<file path="src/rtl/systolic_job_ctrl_pkg.sv">
// systolic_job_ctrl shared types and constants.
// State encoding and word geometry for the job front end.
package systolic_job_ctrl_pkg;

  localparam int JOB_BYTES = 32;
  localparam int MAT_BYTES = 16;
  localparam int WORD_W    = 128;

  typedef enum logic [2:0] {
    S_FILL,
    S_LOAD,
    S_WAIT,
    S_LAG,
    S_DRAIN
  } state_t;

  // LSB position of byte i in a word; byte 0 is the top byte
  function automatic logic [6:0] byte_lsb(input logic [3:0] i);
    return 7'(WORD_W - 8) - {i, 3'b000};
  endfunction

endpackage

</file>
<file path="src/rtl/systolic_job_ctrl_serializer.sv">
// job_byte_serializer: holds one 128-bit result and
// streams it out top byte first over valid/ready.
module job_byte_serializer
  import systolic_job_ctrl_pkg::*;
(
  input  logic              clk,
  input  logic              reset,
  input  logic              load,
  input  logic [WORD_W-1:0] data,
  output logic              out_valid,
  input  logic              out_ready,
  output logic [7:0]        out_data,
  output logic              out_last,
  output logic              done
);

  logic [WORD_W-1:0] word;
  logic [3:0]        idx;
  logic              fire;

  assign fire     = out_valid && out_ready;
  assign out_data = word[byte_lsb(idx) +: 8];
  assign out_last = out_valid && (idx == 4'(MAT_BYTES - 1));
  assign done     = fire && out_last;

  // capture on load, then step the byte index per handshake
  always_ff @(posedge clk or posedge reset) begin
    if (reset) begin
      word      <= '0;
      idx       <= '0;
      out_valid <= 1'b0;
    end else if (load) begin
      word      <= data;
      idx       <= '0;
      out_valid <= 1'b1;
    end else if (fire) begin
      idx <= idx + 4'd1;
      if (out_last) out_valid <= 1'b0;
    end
  end

endmodule

</file>
<file path="src/rtl/systolic_job_ctrl.sv">
// systolic_job_ctrl: packs a 32-byte job for the 4x4 array,
// issues one load, captures the result and streams it back.
module systolic_job_ctrl
  import systolic_job_ctrl_pkg::*;
#(
  parameter int TIMEOUT    = 31,
  parameter int RESULT_LAG = 1
) (
  input  logic              clk,
  input  logic              reset,
  input  logic              in_valid,
  output logic              in_ready,
  input  logic [7:0]        in_data,
  output logic              out_valid,
  input  logic              out_ready,
  output logic [7:0]        out_data,
  output logic              out_last,
  output logic              arr_load,
  output logic [WORD_W-1:0] arr_feature,
  output logic [WORD_W-1:0] arr_wt,
  input  logic              arr_valid,
  input  logic [WORD_W-1:0] arr_result,
  input  logic              clr_err,
  output logic              busy,
  output logic              err_timeout,
  output logic              err_spurious,
  output logic [15:0]       job_count
);

  localparam logic [7:0] TO_LAST  = 8'(TIMEOUT - 1);
  localparam logic [1:0] LAG_LAST =
    2'((RESULT_LAG > 0) ? RESULT_LAG - 1 : 0);

  state_t     state, state_n;
  logic       ready_en;
  logic [4:0] idx;
  logic [6:0] lane;
  logic [7:0] wait_cnt;
  logic [1:0] lag_cnt;
  logic       accept;
  logic       capture;
  logic       timed_out;
  logic       done;
  logic       spurious;

  assign accept   = in_valid && in_ready;
  assign lane     = byte_lsb(idx[3:0]);
  assign spurious = arr_valid && (state != S_WAIT);

  // state register
  always_ff @(posedge clk or posedge reset) begin
    if (reset) state <= S_FILL;
    else       state <= state_n;
  end

  // next state and per-state control
  always_comb begin
    state_n   = state;
    in_ready  = 1'b0;
    arr_load  = 1'b0;
    capture   = 1'b0;
    timed_out = 1'b0;
    busy      = 1'b1;
    unique case (state)
      S_FILL: begin
        busy     = 1'b0;
        in_ready = ready_en;
        if (in_valid && ready_en &&
            idx == 5'(JOB_BYTES - 1))
          state_n = S_LOAD;
      end
      S_LOAD: begin
        arr_load = 1'b1;
        state_n  = S_WAIT;
      end
      S_WAIT: begin
        if (arr_valid) begin
          if (RESULT_LAG == 0) begin
            capture = 1'b1;
            state_n = S_DRAIN;
          end else begin
            state_n = S_LAG;
          end
        end else if (wait_cnt == TO_LAST) begin
          timed_out = 1'b1;
          state_n   = S_FILL;
        end
      end
      S_LAG: begin
        if (lag_cnt == LAG_LAST) begin
          capture = 1'b1;
          state_n = S_DRAIN;
        end
      end
      S_DRAIN: begin
        if (done) state_n = S_FILL;
      end
      default: state_n = S_FILL;
    endcase
  end

  // byte packer: stream byte k lands in word byte k
  always_ff @(posedge clk or posedge reset) begin
    if (reset) begin
      ready_en    <= 1'b0;
      idx         <= '0;
      arr_feature <= '0;
      arr_wt      <= '0;
    end else begin
      ready_en <= 1'b1;
      if (accept) begin
        if (idx[4]) arr_wt[lane +: 8]      <= in_data;
        else        arr_feature[lane +: 8] <= in_data;
        idx <= idx + 5'd1;
      end
      if (timed_out) idx <= '0;
    end
  end

  // wait-timeout and result-lag counters
  always_ff @(posedge clk or posedge reset) begin
    if (reset) begin
      wait_cnt <= '0;
      lag_cnt  <= '0;
    end else begin
      if (state == S_LOAD)      wait_cnt <= '0;
      else if (state == S_WAIT) wait_cnt <= wait_cnt + 8'd1;
      if (state == S_WAIT)      lag_cnt <= '0;
      else if (state == S_LAG)  lag_cnt <= lag_cnt + 2'd1;
    end
  end

  // completed-job count and sticky error flags
  always_ff @(posedge clk or posedge reset) begin
    if (reset) begin
      job_count    <= '0;
      err_timeout  <= 1'b0;
      err_spurious <= 1'b0;
    end else begin
      if (done) job_count <= job_count + 16'd1;
      if (timed_out)    err_timeout <= 1'b1;
      else if (clr_err) err_timeout <= 1'b0;
      if (spurious)     err_spurious <= 1'b1;
      else if (clr_err) err_spurious <= 1'b0;
    end
  end

  job_byte_serializer u_ser (
    .clk       (clk),
    .reset     (reset),
    .load      (capture),
    .data      (arr_result),
    .out_valid (out_valid),
    .out_ready (out_ready),
    .out_data  (out_data),
    .out_last  (out_last),
    .done      (done)
  );

endmodule

</file>
<file path="config.mk">
export PLATFORM = sky130hd
export DESIGN_NAME = systolic_job_ctrl
export DESIGN_NICKNAME = d
export VERILOG_FILES = /design/src/rtl/systolic_job_ctrl_pkg.sv /design/src/rtl/systolic_job_ctrl_serializer.sv /design/src/rtl/systolic_job_ctrl.sv
export SDC_FILE = /design/constraint.sdc
export NUM_CORES = 1
export LEC_CHECK = 0
export ABC_AREA = 0
export BUFFER_PORTS_ARGS = -buffer_cell sky130_fd_sc_hd__buf_2
export CORE_ASPECT_RATIO = 0.7
export CORE_MARGIN = 4
export CORE_UTILIZATION = 29
export CTS_CLUSTER_SIZE = 14
export DETAILED_ROUTE_END_ITERATION = 6
export PLACE_DENSITY = 0.61
export SLEW_MARGIN = 20
export SYNTH_ARGS = -nofsm -noshare
export SYNTH_HDL_FRONTEND = slang
export SYNTH_SLANG_ARGS = --single-unit
</file>
<file path="constraint.sdc">
create_clock -name clk -period 15.1 [get_ports clk]
set_input_delay 3.02 -clock clk [delete_from_list [all_inputs] [get_ports clk]]
set_output_delay 3.02 -clock clk [all_outputs]
set_load 0.1 [all_outputs]
</file>
# After elaboration in Yosys (flattened, before gate mapping)
# Cells that the tools add are included.
[totals] reg_bits=426 inputBits=142 output_inout_bits=287 wordCells=87
[op_classes] n_addsub=8 n_eq_ne=12 shifts=3 mux=30 bitwise_logic=1 n_reduce_logical=20
[ops] operator="bitwise mux 128 bit" count=2
[ops] operator="variable shift 8 x 9 -> 128 bit, first input constant" count=1
[ops] operator="variable part select 128 x 8 -> 8 bit" count=1
[ops] operator="variable part select 8 x 9 -> 128 bit" count=1
[ops] operator="adder 16 x 1 -> 16 bit, second input constant" count=1
[ops] operator="two-way mux 8 bit" count=2
[ops] operator="two-way mux 3 bit" count=5
[ops] operator="case mux 3 bit (5 select lines)" count=1
[ops] operator="two-way mux 1 bit" count=14
[ops] operator="nonzero test 2 bit" count=7
[ops] operator="subtractor 7 bit, first input constant" count=2
[ops] operator="two-way mux 5 bit" count=2
[ops] operator="negator 7 -> 9 bit" count=1
[ops] operator="adder 8 x 1 -> 8 bit, second input constant" count=1
[ops] operator="equality test 8 x 5 -> 1 bit, second input constant" count=1
[ops] operator="two-way mux 4 bit" count=2
[ops] operator="logical AND 1 bit" count=7
[ops] operator="equality test 3 x 2 -> 1 bit, second input constant" count=2
[ops] operator="inequality test 2 bit, second input constant" count=3
[ops] operator="AND reduction 2 bit" count=3
[ops] operator="adder 5 x 1 -> 5 bit, second input constant" count=1
[ops] operator="equality test 5 bit, second input constant" count=1
[ops] operator="adder 4 x 1 -> 4 bit, second input constant" count=1
[ops] operator="equality test 4 bit, second input constant" count=1
[ops] operator="other kinds (10)" count=11

# Logic depth before layout (Yosys ltp)
[depth] depth_word=5 depth_mapped=10 ltp_nobuf=8

# By module
# Synthesis repeated with hierarchy kept, for this count alone.
[unflattened] cells_unflattened=1173 hier_area_um2=17825.8
[by_module_without_submodules] mod="systolic_job_ctrl" instances=1 cells_each=806 area_each_um2=11841.4 seq_area_each_um2=7332.0
[by_module_without_submodules] mod="job_byte_serializer" instances=1 cells_each=367 area_each_um2=5984.5 seq_area_each_um2=3328.2

# Worst setup path before layout
# OpenSTA, ideal clock, no wires.
[synth_path] kind="reg2out" from="register state[0]" to="output port arr_load" arrival_time_ns=3.269 required_time_ns=12.080 slack_ns=8.811 stages_incl_launch_ff=3 path_buffers=1 cell_sequence="dfrtp_1 clkbuf_1 nor3b_1"
[synth_via] elab_chain_cells=2
[synth_rtl] item="start, declared" line="systolic_job_ctrl.sv:34" text="state_t state, state_n;"
[synth_rtl] item="start signal, assigned" line="systolic_job_ctrl.sv:53" text="else state <= state_n;"
[synth_rtl] item="equality test 3 x 1 -> 1 bit" line="systolic_job_ctrl.sv:64" text="unique case (state)"
[synth_rtl] item="two-way mux 1 bit" line="systolic_job_ctrl.sv:64"
[synth_rtl] item="end, declared" line="systolic_job_ctrl.sv:18" text="output logic arr_load,"
# No other way between the ends.

# Worst setup path after layout
[layout_path] from="register u_ser.idx[1]" to="output port out_data[7]"
[layout_via] elab_chain_cells=2
[layout_rtl] item="start, declared" line="systolic_job_ctrl_serializer.sv:18" text="logic [3:0] idx;"
[layout_rtl] item="start signal, assigned" line="systolic_job_ctrl_serializer.sv:37" text="idx <= idx + 4'd1;"
[layout_rtl] item="subtractor 7 bit" line="systolic_job_ctrl_pkg.sv:19" text="return 7'(WORD_W - 8) - {i, 3'b000};"
[layout_rtl] item="variable part select 128 x 8 -> 8 bit" line="systolic_job_ctrl_serializer.sv:22" text="assign out_data = word[byte_lsb(idx) +: 8];"
[layout_rtl] item="end, declared" line="systolic_job_ctrl.sv:16" text="output logic [7:0] out_data,"
# No other way between the ends.

==> metrics.txt <==
Root Driver clkbuf_16; Global Route met2 Usage 25.8%; met3 usage 3.77%; initial DRC count 1004; P_leak 11.9 nW; NetSw about 2.6 mW; fin. max-slew vios 0; Non-Filler Instances 2795; DRT antenna net count 0; Netlist Area Pre-Place 0.0181 mm2; type of the tightest min-delay check flip-flop to flip-flop; global routing's busiest layer met2; CTS tree yes; htree depth 2; compound-gate portion of the synthesized area 5.16%; type of the worst setup path flip-flop to primary output; Final setup viols 0; combinational power share 46.5%; asr flop ratio synth 100%; clock group share of total power 21.3%; Setup Buffers After CTS 0; Worst-Skew Late Latency 0.58 ns; Nets 2089; WL/cell 20.3 um; critical-path maximum fanout 35; post-placement cell count 2711; Synth Area in XOR/XNOR 1.35%; actual slew at the worst max-slew pin approximately 1.1 ns; site row count 76; DRC Markers 0; sw frac between 40% and 50%; Min-Delay Path Depth 2; # IOs 429; Routed WL 56700 um; final hold viol count 0; post_cts resized 0; Pre-antenna DRT Iters 5; combinational family with the most area after synthesis multiplexers; worst hold start u_ser.word[28]$_DFFE_PP0P_; critical path endpoint category primary output; worst path required time 12.08 ns; number of flops mapped to enable cells by yosys 0; Clock Sinks 426; Initial Utilization 29.4%; post-synthesis adder-cell area fraction less than 1%; HPWL reported at the end of detailed placement 41100 um; vias per cell 4.86; reg2reg setup slack 11.68 ns; Startpoint Class flip-flop; area share of the largest cell type after synthesis 58.9%; internal power 2.63 mW; first-pass GRT wire length between 80000 and 90000 um; syn_area_per_cell 11.8 um2; WHS Endpoint u_ser.word[28]$_DFFE_PP0P_; sequential element share of the synthesized area 58.9%; Die Area 0.0665 mm2; area grow syn2layout 24.6%; Slew headroom around 26%; #FFs+latches synth about 430; CP Data Arrival Time 2.78 ns; peak supply drop between 100 and 150 uV; Synth Flop Type dfrtp_1; fin crit share between 30% and 40%; FF-to-FF Start idx[0]$_DFFE_PP0P_; hold buffers post-CTS 0; CTS Buf Count 44; Core Area 0.0616 mm2; fraction of layout instances using a drive strength above 1 about 40%; pwr dens 231 mW/mm2; Worst Reg-to-Reg Cells 6; via count 13600; post-synthesis mux area share roughly 16%; Mapped Nets about 1700; Worst R2R End arr_wt[81]$_DFFE_PP0P_; vias in the first global route roughly 14000; antenna violations before repair 5; post-synth top area cell dfrtp_1; FMAX around 0.17 GHz; fin crit period between 5 and 6 ns; Die X-Extent 307 um; Cells after Synth around 1500; Netlist cell types 61; register share of total power 32.2%; clk slew on worst S/H paths 0.06 ns; outcome complete, no violations; grt ovf 0; Simple-Gate Fraction of Synth Area about 15%; maxcap violations 0; met1 Use GR 23.1%; Clock Skew 0.0290 ns; GRT Util Overall between 10% and 20%; largest net degree at the start of global routing 176; RSZ-0062 raised after global routing false; GP Congestion between 0.8 and 0.9; Critical Path Start u_ser.idx[1]$_DFFE_PP0P_; Longest Clk Path Bufs 3; Ys Warns 0; top cells by area, synth dfrtp_1, mux2_2, nand2_1; Die Height 217 um; setup TNS 0 ns; PortBufs between 400 and 500
-- flip-flops by register name, indices dropped and copies added (netlist names) --
name	count
lag_cnt	2
idx	5
state	3
u_ser.out_valid	1
err_timeout	1
err_spurious	1
wait_cnt	8
u_ser.word	128
ready_en	1
job_count	16
arr_feature	128
u_ser.idx	4
arr_wt	128
-- layout by cell type (no fill, tap or decap), types with 12 or more instances in the layout --
cell,count
nand2_1,429
buf_2,428
dfrtp_1,425
mux2_2,176
o21ai_0,70
nor2_1,55
clkbuf_16,44
a22o_1,34
mux4_2,32
xnor2_1,18
nand3_1,16
mux2_4,16
a22oi_1,16
inv_1,12
buf_4,12
-- power by group through the flow --
stage               clock network (mW)  registers (mW)  logic [mW]
floorplan                            0            2.46        1.12
global placement                     0            1.68        2.40
detailed placement                   0            1.69        2.43
CTS                               1.15            1.67        2.44
global route                      1.19            1.71        2.57
finish                            1.11            1.68        2.42
-- worst max path at each step --
stage | end | slack [ns] | cells past startpoint
2_1_floorplan | arr_feature[0]$_DFFE_PP0P_ | 0.22 | 1
3_3_place_gp | arr_feature[126]$_DFFE_PP0P_ | 9.62 | 4
3_5_place_dp | arr_feature[126]$_DFFE_PP0P_ | 9.54 | 4
4_1_cts | out_data[7] | 9.26 | 5
5_1_grt | arr_load | 9.09 | 2
6_report | out_data[7] | 9.30 | 5
-- metal layers --
layer	wire length, um	part of all wire, %
met3	3770	6.7
met1	25200	44
met2	26000	46
met4	1680	3.0
met5	26	0.046
-- worst max-delay path, stage by stage (launching register included) --
cell	delay [ns]
dfrtp_2	0.34
buf_4	0.53
mux4_2	0.58
a22oi_1	0.33
nand2_1	0.09
buf_2	0.30
-- Yosys cell counts (all sizes together) (8+ instances only) --
library cell  instances
a21oi                 9
a22o                 34
a22oi                16
and3b                 9
buf                  20
clkbuf               68
dfrtp               426
ha                    9
inv                  13
mux2                194
mux4                 32
nand2               431
nand3                17
nand4                 9
nor2                 57
nor2b                 8
nor3                 14
nor3b                11
nor4                 11
o21ai                70
xnor2                18
xor2                 10
-- cell type report --
cell class                 instances  area, um2
antenna                            3       7.51
clock buffer                      57       1230
clock inverter                    24        244
fill                            6041      39100
inverter                          13       56.3
multi-input combinational       1012       7070
sequential                       426      10700
tap                              819       1020
timing repair buffer             441       2250
-- logic make-up (layout without fill, tap and decap cells) --
group / count (synthesis) / after routing
other cells: 1 / 4
flops: 426 / 426
xor+xnor: 28 / 28
simple gates: 602 / 602
compound gates: 144 / 144
fa+ha+maj: 9 / 9
mux: 228 / 228
buf+inv: 101 / 535
-- stage by stage --
step | power (mW) | hold slack (ns) | utilization [%] | instance area (um2) | worst slack [ns]
6_report | 5.21 | 0.472 | 36.6 | 22600 | 9.30
5_1_grt | 5.48 | 0.488 | 36.6 | 22500 | 9.09
3_5_place_dp | 4.12 | 0.457 | 34.2 | 21100 | 9.54
4_1_cts | 5.26 | 0.472 | 36.6 | 22500 | 9.26
2_1_floorplan | 3.58 | 0.440 | - | 18100 | 0.218
3_3_place_gp | 4.08 | 0.453 | 34.2 | 21000 | 9.62
Note: power is estimated with default switching activity, not from simulation.
